`config.mk`:
```
export PLATFORM = sky130hd
export DESIGN_NAME = mux_nx1_sel_pipe
export DESIGN_NICKNAME = d
export VERILOG_FILES = /design/src/rtl/future_mux_pkg.sv /design/src/rtl/mux_skid_fifo2.sv /design/src/rtl/mux_nx1_sel_pipe.sv
export SDC_FILE = /design/constraint.sdc
export NUM_CORES = 1
export LEC_CHECK = 0
export ABC_AREA = 1
export CAP_MARGIN = 25
export CORE_MARGIN = 4
export CORE_UTILIZATION = 45
export DETAILED_ROUTE_END_ITERATION = 12
export PLACE_DENSITY = 0.82
export SETUP_SLACK_MARGIN = 0.4
export SLEW_MARGIN = 0
export SYNTH_ARGS = -nofsm -noshare
export SYNTH_HDL_FRONTEND = slang
export SYNTH_HIERARCHICAL = 1
export SYNTH_SLANG_ARGS = --single-unit
```
`constraint.sdc`:
```
create_clock -name clk -period 9 [get_ports clk]
set_clock_uncertainty 0.05 [all_clocks]
set_input_delay 2.25 -clock clk [delete_from_list [all_inputs] [get_ports clk]]
set_output_delay 2.25 -clock clk [all_outputs]
set_load 0.01 [all_outputs]
```
`src/rtl/future_mux_pkg.sv`:
```
// future_mux_pkg: mode encodings and per-bit result function shared by the mux pipeline
package future_mux_pkg;
  typedef enum logic [1:0] {
    MODE_SEL   = 2'b00,
    MODE_BLEND = 2'b01,
    MODE_XOR   = 2'b10,
    MODE_RSVD  = 2'b11
  } mode_e;
  function automatic logic res_bit(input mode_e mode, input logic chs, input logic c0, input logic c1, input logic m);
    return mode == MODE_BLEND ? (m ? c0 : c1) : mode == MODE_XOR ? chs ^ m : mode == MODE_SEL ? chs : 1'b0;
  endfunction
endpackage

```
`src/rtl/mux_skid_fifo2.sv`:
```
// mux_skid_fifo2: two-entry valid/ready buffer with registered ready and zeroed idle output
module mux_skid_fifo2 #(
  parameter int DW = 65
) (
  input  logic          clk,
  input  logic          rst,
  input  logic          push_valid_i,
  output logic          push_ready_o,
  input  logic [DW-1:0] push_data_i,
  output logic          pop_valid_o,
  input  logic          pop_ready_i,
  output logic [DW-1:0] pop_data_o
);
  logic [DW-1:0] mem_q [2];
  logic          wptr_q, rptr_q, rdy_q, push, pop;
  logic [1:0]    cnt_q, cnt_d;
  assign push         = push_valid_i & rdy_q;
  assign pop          = pop_valid_o & pop_ready_i;
  assign cnt_d        = cnt_q + {1'b0, push} - {1'b0, pop};
  assign push_ready_o = rdy_q;
  assign pop_valid_o  = cnt_q != 2'd0;
  assign pop_data_o   = pop_valid_o ? mem_q[rptr_q] : '0;
  always_ff @(posedge clk) begin
    if (rst) begin
      cnt_q  <= 2'd0;
      wptr_q <= 1'b0;
      rptr_q <= 1'b0;
      rdy_q  <= 1'b1;
    end else begin
      cnt_q <= cnt_d;
      rdy_q <= cnt_d != 2'd2;
      if (push) begin
        mem_q[wptr_q] <= push_data_i;
        wptr_q        <= ~wptr_q;
      end
      if (pop) rptr_q <= ~rptr_q;
    end
  end
endmodule

```
`src/rtl/mux_nx1_sel_pipe.sv`:
```
// mux_nx1_sel_pipe: NUM_CH-way select/blend/xor mux with buffered valid/ready output and transfer counter
module mux_nx1_sel_pipe
  import future_mux_pkg::*;
#(
  parameter int  WIDTH  = 64,
  parameter int  NUM_CH = 4,
  parameter int  CNT_W  = 16,
  localparam int SEL_W  = NUM_CH > 2 ? $clog2(NUM_CH) : 1
) (
  input  logic                    clk,
  input  logic                    rst,
  input  logic                    in_valid,
  output logic                    in_ready,
  input  logic [NUM_CH*WIDTH-1:0] in_data,
  input  logic [WIDTH-1:0]        in_mask,
  input  logic [SEL_W-1:0]        in_sel,
  input  logic [1:0]              in_mode,
  output logic                    out_valid,
  input  logic                    out_ready,
  output logic [WIDTH-1:0]        out_data,
  output logic                    out_err,
  output logic [CNT_W-1:0]        xfer_cnt
);
  mode_e            mode;
  logic [WIDTH-1:0] chs, res;
  logic             err;
  logic [CNT_W-1:0] xfer_cnt_q;
  assign mode     = mode_e'(in_mode);
  assign xfer_cnt = xfer_cnt_q;
  always_comb begin
    chs = '0;
    for (int i = 0; i < NUM_CH; i++)
      chs = in_sel == SEL_W'(i) ? in_data[(NUM_CH-1-i)*WIDTH +: WIDTH] : chs;
    err = mode == MODE_RSVD || (mode != MODE_BLEND && {1'b0, in_sel} >= (SEL_W+1)'(NUM_CH));
    res = '0;
    for (int i = 0; i < WIDTH; i++)
      res[i] = !err && res_bit(mode, chs[i], in_data[(NUM_CH-1)*WIDTH+i], in_data[(NUM_CH-2)*WIDTH+i], in_mask[i]);
  end
  mux_skid_fifo2 #(.DW(WIDTH + 1)) u_fifo (
    .clk         (clk),
    .rst         (rst),
    .push_valid_i(in_valid),
    .push_ready_o(in_ready),
    .push_data_i ({err, res}),
    .pop_valid_o (out_valid),
    .pop_ready_i (out_ready),
    .pop_data_o  ({out_err, out_data})
  );
  always_ff @(posedge clk) begin
    if (rst) xfer_cnt_q <= '0;
    else if (out_valid && out_ready) xfer_cnt_q <= xfer_cnt_q + CNT_W'(1);
  end
endmodule

```
# Yosys cells after proc, flatten, opt, wreduce, memory -nomap -nowiden
# Memories as Yosys holds them, arrays and structs flattened. A register that Yosys moved wholly into a read port is not among the register bits.
# Index checks and enable logic that the tools add are counted.
# W data, S select, Z words.
# classes
shifts	0
add_sub_neg	3
reduce_logical	69
n_eq_ne	7
n_div	0
n_mul	0
bitwise_logic	68
order_cmp	0
mux	266
# ops
op	count
$mux W1	261
$mux W64	4
$logic_and A1 B1 Y1	65
$mux W65	1
$xor A1 B1 Y1	64
$add A16 B1 Y16 const B	1
$eq A2 B2 Y1 const B	4
$eq A2 B1 Y1 const B	2
$logic_not A2 Y1	2
$add A2 B1 Y2	1
$and A1 B1 Y1	2
$ne A2 B2 Y1 const B	1
$not A1 Y1	2
$reduce_bool A2 Y1	1
$sub A2 B1 Y2	1
$logic_not A1 Y1	1
# totals
mem_bits_ro	0
input_bits	328
latch_bits	0
ramBits	130
mem_count	1
out_inout_bits	83
register_bits	21
# memory_table
name	words	width	rd	rd_clocked_by_memory_dff	write_ports	line	rtl
u_fifo.mem_q	2	65	1	1	1	mux_skid_fifo2.sv:14	logic [DW-1:0] mem_q [2];

# Depth between registers and ports, before layout
# logic_depth
word_depth	9
mapped_depth	13

# Modules after synthesis
# The synthesis kept the hierarchy.
# by_module_without_submodules
mod	n_inst	seq_area_each_um2	cells_per_inst	area_each_um2
mux_nx1_sel_pipe	1	320.3	1096	5248.8
mux_skid_fifo2	1	4023.9	389	5148.7

# Worst setup path after synthesis
# OpenSTA, ideal clock, no wires.
# synth_path
kind	in2reg
startpoint	input rst
endpoint	memory u_fifo.mem_q[1][0], enable pin
arrival_time_ps	6783
path_stages	1
required_time_ps	8381
slack_ps	1599
cell_sequence	nor3_1
# synth_between
elab_chain_len	2
# synth_lines
element	line	rtl
from (decl)	mux_nx1_sel_pipe.sv:11	input logic rst,
$mux W1	mux_skid_fifo2.sv:24	if (rst) begin
$mux W1 (implied by the code)	mux_skid_fifo2.sv:33	mem_q[wptr_q] <= push_data_i;
to (decl)	mux_skid_fifo2.sv:14	
# No other way between the ends.

# Worst setup path in the final report
# layout_path
startpoint	input in_sel[0]
endpoint	memory u_fifo.mem_q[0][25] (data pin)
# layout_between
elab_chain_len	9
elab_cells_between_ends	13
cone_classes	3 x eq/ne; 7 x mux; 1 x bitwise; 2 x reduce/logical
# layout_lines
element	line	rtl
from (decl)	mux_nx1_sel_pipe.sv:16	input logic [SEL_W-1:0] in_sel,
$logic_not A2 Y1	mux_nx1_sel_pipe.sv:33	chs = in_sel == SEL_W'(i) ? in_data[(NUM_CH-1-i)*WIDTH +: WIDTH] : chs;
$mux W64 (3 in a row)	mux_nx1_sel_pipe.sv:33	
$mux W64 *	mux_nx1_sel_pipe.sv:33	
$mux W1 or $xor A1 B1 Y1 (tied branches)	future_mux_pkg.sv:10	return mode == MODE_BLEND ? (m ? c0 : c1) : mode == MODE_XOR ? chs ^ m : mode == MODE_SEL ? chs : 1'b0;
$mux W1 * (2 in a row)	future_mux_pkg.sv:10	
$logic_and A1 B1 Y1 *	mux_nx1_sel_pipe.sv:37	res[i] = !err && res_bit(mode, chs[i], in_data[(NUM_CH-1)*WIDTH+i], in_data[(NUM_CH-2)*WIDTH+i], in_mask[i]);
via res[25]	mux_nx1_sel_pipe.sv:25	logic [WIDTH-1:0] chs, res;
# The timed path passes the listed nets; every way through them passes the cells marked *.

==> impl_metrics.toml <==
[outcome]
status = "finished clean"

[synthesis]
yosysUniqueCellTypes = 27
synth_edf_count = 130
ys_ff_latch = 152
syn_avg_cell_area_sq_um = 7.00
seq_area_frac_synth = 0.418
synth_area_sq_mm = 0.0104
syn_nets = 1816
synthFlopType = "edfxtp_1"
yosysWarnings = 6
async_flop_share = 0
syn_inst = 1485

[min_path]
hold_end = "xfer_cnt[12]"
min_path_type = "reg2reg"
hold_start = "xfer_cnt[12]"
hold_path_depth = 2

[grt]
grt_pass1_vias = 11628
met1_usage = 0.367
track_usage = 0.304
grt_pass1_wl_microns = 61900
overflow = 0
grt_use_met3 = 0.0655
grt_max_degree = 86
use_met2 = 0.523
top_usage_layer = "met2"
antenna_found_initial = 1

[power]
combPwrFrac = 0.418
power.leakage_nw = 6.29
p_clk_frac = 0.262
internal_power_mw = 1.76
swShare = 0.357
p_per_area_mw_per_mm2 = 179
pwr-share-seq = 0.321
totalPowerFinal_mw = 2.74
worst_ir_drop_vdd_uv = 113
power.switching_mw = 0.976

[timing]
rsz0062_at_grt = "false"
finalMaxSlewViolations = 0
setup_slack_ns = 3.84
finalSetupViolations = 0
hold_viol = 0
timing.fmax_mhz = 194
period_needed_ns = 5.16
min_period_over_period = 0.573
setup_tns_ns = 0
worst_pin_slew_ns = 1.05
slew_headroom = 0.301

[die]
dieArea_sq_mm = 0.0256
die_x_microns = 160
initial_utilization = 0.458
core.rowCount = 55
die_h_microns = 160
io_pins = 411
coreArea_sq_mm = 0.0227

[critical_path]
timing.rr.end = "u_fifo/cnt_q[1]"
path_max_fanout = 73
path_class = "in2reg"
r2r-start = "u_fifo/cnt_q[0]"
rrSetupSlack_ns = 6.21
cp.arrival_ns = 5.30
start_kind = "primary input"
end_kind = "register"
required_ns = 9.14
reg2reg_depth = 12

[cts]
ctsRootBufferMaster = "clkbuf_16"
ctsHoldBuffers = 0
cts_buffers = 17
post_cts_buffers = 0
post_cts_resized = 0
clock_latency_ns = 0.42
ctsHtreeMaxLevel = 4
cts_sinks = 152
cts_tree = "built"
clkSlewWorstSetupHoldPaths_ns = 0.07
cts.path.max_buffers = 2

[cells_and_area]
fin_area_sq_mm = 0.0153
layout.nets = 2176
syn_to_final_growth_pct = 46.8
drive_above_1_share = 0.0431
final_core_util = 0.672

[drt]
drtAntennaViolNets = 0
drt-total-wl_microns = 40900
first_pass_iters = 5
routedWlPerCell_microns = 19.1
via_per_inst = 5.61
via_count = 12033
drc = 0
drt_iter0_markers = 1154

[placed_design]
dpl.hpwl_microns = 28600
port_buffers = 410
pre_cts_slack_ns = 3.49
gp_congestion = 0.934
dpl_cell_area_sq_mm = 0.0147

[job]
drv_cap = 0
metal layers:
layer	vias to the layer above	wire length, microns
met4	0	1350
met5	-	0
met3	96	3470
met1	5587	15700
li1	5675	-
met2	675	20400
cell families after synthesis:
kind of cell             after synthesis  synth area share
AND/OR/NAND/NOR                      800             0.304
AO/OA/AOI/OAI                        314             0.153
buffers and inverters                163            0.0681
flip-flops                           152             0.418
multiplexers                          53            0.0531
adder cells (fa/ha/maj)                3           0.00361
power by group through the flow:
stage	Sequential [mW]	Clock (mW)	Combinational, mW
2_1_floorplan	0.894	0	0.530
3_3_place_gp	0.890	0	1.10
3_5_place_dp	0.892	0	1.13
4_1_cts	0.877	0.724	1.14
5_1_grt	0.883	0.756	1.23
6_report	0.878	0.717	1.14
sequential cells by signal, summed over array words and instances, names as in the netlist, named ones only:
| register | count |
|---|---|
| xfer_cnt | 16 |
| u_fifo/mem_q | 130 |
| u_fifo/wptr_q | 1 |
| u_fifo/rptr_q | 1 |
| u_fifo/push_ready_o | 1 |
| u_fifo/cnt_q | 2 |
per-stage QoR:
stage               hold slack [ns]  instances
global placement              0.403       2106
finish                        0.454       2144
floorplan                     0.388       1485
detailed placement            0.411       2111
CTS                           0.453       2143
global route                  0.463       2144
cell usage after synthesis, types with 3 or more instances:
cell | instances | area (sq um)
buf_1 | 5 | 18.8
nand2_1 | 516 | 1940
ha_1 | 3 | 37.5
o21a_1 | 5 | 37.5
o21ai_1 | 4 | 20.0
nand4_1 | 14 | 87.6
a21oi_1 | 116 | 581
dfxtp_1 | 22 | 440
buf_4 | 21 | 158
mux2_2 | 17 | 191
nor2_1 | 179 | 672
inv_1 | 74 | 278
mux2i_1 | 36 | 360
nand3b_1 | 3 | 22.5
nand3_1 | 79 | 395
o21ai_0 | 186 | 931
edfxtp_1 | 130 | 3900
buf_2 | 14 | 70.1
nor3_1 | 5 | 25.0
clkbuf_1 | 47 | 176
worst max-delay path: stages:
cell and delay, ns:
clkdlybuf4s50_1 0.40, buf_4 0.26, inv_2 0.11, buf_4 0.59
nand2_2 0.73, o21ai_0 0.45, nand3_1 0.15, nor2_1 0.15
nor2_1 0.07
final cells by class:
| type | count | area, sq um |
|---|---|---|
| inverter | 76 | 285 |
| clock buffer | 19 | 454 |
| antenna | 1 | 2.50 |
| timing repair buffer | 428 | 4320 |
| clock inverter | 13 | 131 |
| tap | 285 | 357 |
| fill | 1866 | 7440 |
| multi-input combinational | 1170 | 5370 |
| sequential | 152 | 4350 |
worst max path at each step:
stage | startpoint | to | cells past startpoint
after global routing | in_sel[0] | u_fifo/mem_q[1][12] | 9
after detailed placement | in_sel[0] | u_fifo/mem_q[0][25] | 9
after CTS | in_sel[0] | u_fifo/mem_q[0][18] | 9
after global placement | in_sel[1] | u_fifo/mem_q[0][22] | 8
after floorplan | rst | u_fifo/mem_q[1][0] | 1
final | in_sel[0] | u_fifo/mem_q[0][25] | 9
layout by cell type (no fill, tap or decap), types with 2 or more instances in the layout:
cell | netlist | final
nor2_4 | 0 | 2
nand3b_1 | 3 | 3
clkinv_4 | 0 | 2
inv_8 | 0 | 3
a21oi_1 | 116 | 116
inv_4 | 0 | 3
inv_1 | 74 | 71
mux2i_1 | 36 | 36
nor2_1 | 179 | 177
inv_6 | 0 | 3
dfxtp_1 | 22 | 21
o21ai_1 | 4 | 4
mux2_2 | 17 | 17
edfxtp_1 | 130 | 130
o21a_1 | 5 | 5
clkbuf_16 | 0 | 18
clkdlybuf4s50_1 | 0 | 408
o21ai_0 | 186 | 186
nand2_1 | 516 | 515
buf_4 | 21 | 13
ha_1 | 3 | 3
nor2_2 | 2 | 2
inv_2 | 2 | 5
buf_2 | 14 | 2
nand3_1 | 79 | 79
buf_16 | 0 | 4
nand4_1 | 14 | 14
nor3_1 | 5 | 4
Power figures use the tool's default switching activity.
==> variant, RTL diff (config.mk and constraints unchanged) <==
Register the input `in_mode` before use, without a reset. The logic sees it one clock later. The other inputs are not delayed to match.
--- a/src/rtl/mux_nx1_sel_pipe.sv
+++ b/src/rtl/mux_nx1_sel_pipe.sv
@@ -22,9 +22,16 @@
   output logic [CNT_W-1:0]        xfer_cnt
 );
+
+  logic [1:0] in_mode_q;
+
+  always_ff @(posedge clk) begin
+    in_mode_q <= in_mode;
+  end
+
   mode_e            mode;
   logic [WIDTH-1:0] chs, res;
   logic             err;
   logic [CNT_W-1:0] xfer_cnt_q;
-  assign mode     = mode_e'(in_mode);
+  assign mode     = mode_e'(in_mode_q);
   assign xfer_cnt = xfer_cnt_q;
   always_comb begin
Function: changed (a bounded check fails within 4 cycles, from zero or initial values and one cycle with rst high).
==> variant against the original RTL <==
- sequential cell count is 2 higher
- worst hold slack got worse by 0.038 ns
- via count rose by 0.52%
- synthesized area up 4.3%
- wire length rose by 1.9%
- cell area up 2.4%
- power increased by 3.6%
- setup slack better by 0.048 ns
- largest cell class unchanged
==> variant: results (changes against the original RTL) <==
[run_status]
status = complete, no violations  ; unchanged

[cells_and_area]
nNetsFinal = 2196  ; was 2176
drive_above_1_share_pct = 6.66  ; was 4.31%

[critical_path]
ff2ff_setup_slack_ns = 6.23  ; was 6.21 ns
reg2reg_depth = 5  ; was 12
reg2reg_to = u_fifo/mem_q[0][4]  ; was u_fifo/cnt_q[1]
critPathCapture = out_data[39]  ; was u_fifo/mem_q[0][25]
timing.rr.start = in_mode_q[1]  ; was u_fifo/cnt_q[0]
crit_fanout = 36  ; was 73
critPathSlowestCell = clkdlybuf4s50_1  ; was nand2_2
worstSetupPathType = flip-flop to primary output  ; was input port to flip-flop

[synth]
ys_seq_area_share_pct = 40.4  ; was 41.8%
ys_top_cells_by_count = 519 x nand2_1, 186 x nor2_1, 130 x edfxtp_1  ; was 516 x nand2_1, 186 x o21ai_0, 179 x nor2_1
synth_top_area_share_pct = 36.0  ; was 37.5%
netlist_area_um2 = 10800  ; was 10400 µm²
synthTopCellsByArea = edfxtp_1 36%, nand2_1 18%, nor2_1 6.4%, a21oi_1 4.9%, o21ai_0 4.9%  ; was edfxtp_1 38%, nand2_1 19%, o21ai_0 9.0%, nor2_1 6.5%, a21oi_1 5.6%
syn_nets = 1842  ; was 1816
ys_async_sr_fraction_pct = 0  ; unchanged
synth.distinct_cells = 36  ; was 27

[pwr]
ir_drop_uv = 128  ; was 113 µV
p_leak_nw = 6.36  ; was 6.29 nW
p_int_mw = 1.85  ; was 1.76 mW

[clock_tree]
h-tree-depth = 4  ; unchanged

[global_route]
grt_pass1_wl_um = 62700  ; was 61900 µm
antenna_found_initial = 5  ; was 1
grt_usage_pct = 30.1  ; was 30.4%

[placement]
placed_cell_area_um2 = 14900  ; was 14700 µm²
dp_hpwl_um = 29300  ; was 28600 µm
gp_congestion = 0.946  ; was 0.934

[route]
wirelength_um = 41600  ; was 40900 µm
drt-pass1-iter-count = 8  ; was 5
drt_iter0_markers = 985  ; was 1154
vias = 12100  ; was 12000

[sta]
slew_headroom_pct = 30.1  ; about the same

[worst_hold_path]
hold-path-cell-count = 2  ; unchanged

-- variant: metal layers --
metal / track usage [%] / up-vias / share of wire [%] / routed length (µm)
li1: - / 5741 / - / -
met1: 35.9 / 5597 / 38 / 15700
met2: 53.1 / 652 / 50 / 21000
met3: 5.40 / 105 / 7.5 / 3110
met4: 13.3 / 0 / 4.3 / 1790
met5: 0 / - / 0 / 0
-- variant: cells by family (layout without fill, tap and decap cells) --
| group | count (synthesis) | after routing | share of synthesized area, % |
|---|---|---|---|
| AOI/OAI and AO/OA | 315 | 315 | 15.4 |
| and+or+nand+nor | 818 | 818 | 31.1 |
| muxes | 52 | 52 | 5.00 |
| adders and majority gates | 3 | 3 | 0.346 |
| other | 0 | 6 | 0 |
| DFF | 154 | 154 | 40.4 |
| buffers and inverters | 169 | 536 | 7.72 |
-- variant: how the worst min path moves through the flow --
stage,end,startpoint
after floorplan,u_fifo/wptr_q,u_fifo/wptr_q
after global placement,u_fifo/wptr_q,u_fifo/wptr_q
after detailed placement,u_fifo/wptr_q,u_fifo/wptr_q
after CTS,u_fifo/wptr_q,u_fifo/wptr_q
after global routing,u_fifo/wptr_q,u_fifo/wptr_q
final,u_fifo/wptr_q,u_fifo/wptr_q
-- variant: cell type report --
| type | instances | area (µm²) |
|---|---|---|
| repair buffers | 422 | 4220 |
| flip-flops and latches | 154 | 4390 |
| multi-input cells | 1188 | 5640 |
| diodes | 6 | 15.0 |
| fillers | 1970 | 7990 |
| well taps | 319 | 399 |
| clock buffers | 18 | 439 |
| clock inverters | 14 | 209 |
| inverters | 82 | 312 |
-- variant: power groups by stage --
stage	clock, mW	sequential (mW)	combinational, mW
after global routing	0.829	0.895	1.24
after global placement	0	0.900	1.12
after CTS	0.794	0.889	1.15
final	0.789	0.890	1.16
after floorplan	0	0.905	0.553
after detailed placement	0	0.904	1.14
-- variant: stage by stage --
stage | instances | utilization, % | hold WS (ns) | setup slack [ns]
after floorplan | 1511 | - | 0.388 | 1.60
after detailed placement | 2164 | 63.2 | 0.411 | 3.79
after global placement | 2163 | 63.1 | 0.404 | 3.91
after CTS | 2196 | 66.0 | 0.419 | 3.78
final | 2203 | 66.2 | 0.416 | 3.89
after global routing | 2202 | 66.2 | 0.474 | 3.72
-- variant: worst min-delay path: cells and delay by family, from the launching register on --
kind             cells  cell delay [ns]
AO/OA/AOI/OAI        1             0.06
flip-flops           1             0.31
AND/OR/NAND/NOR      1             0.06
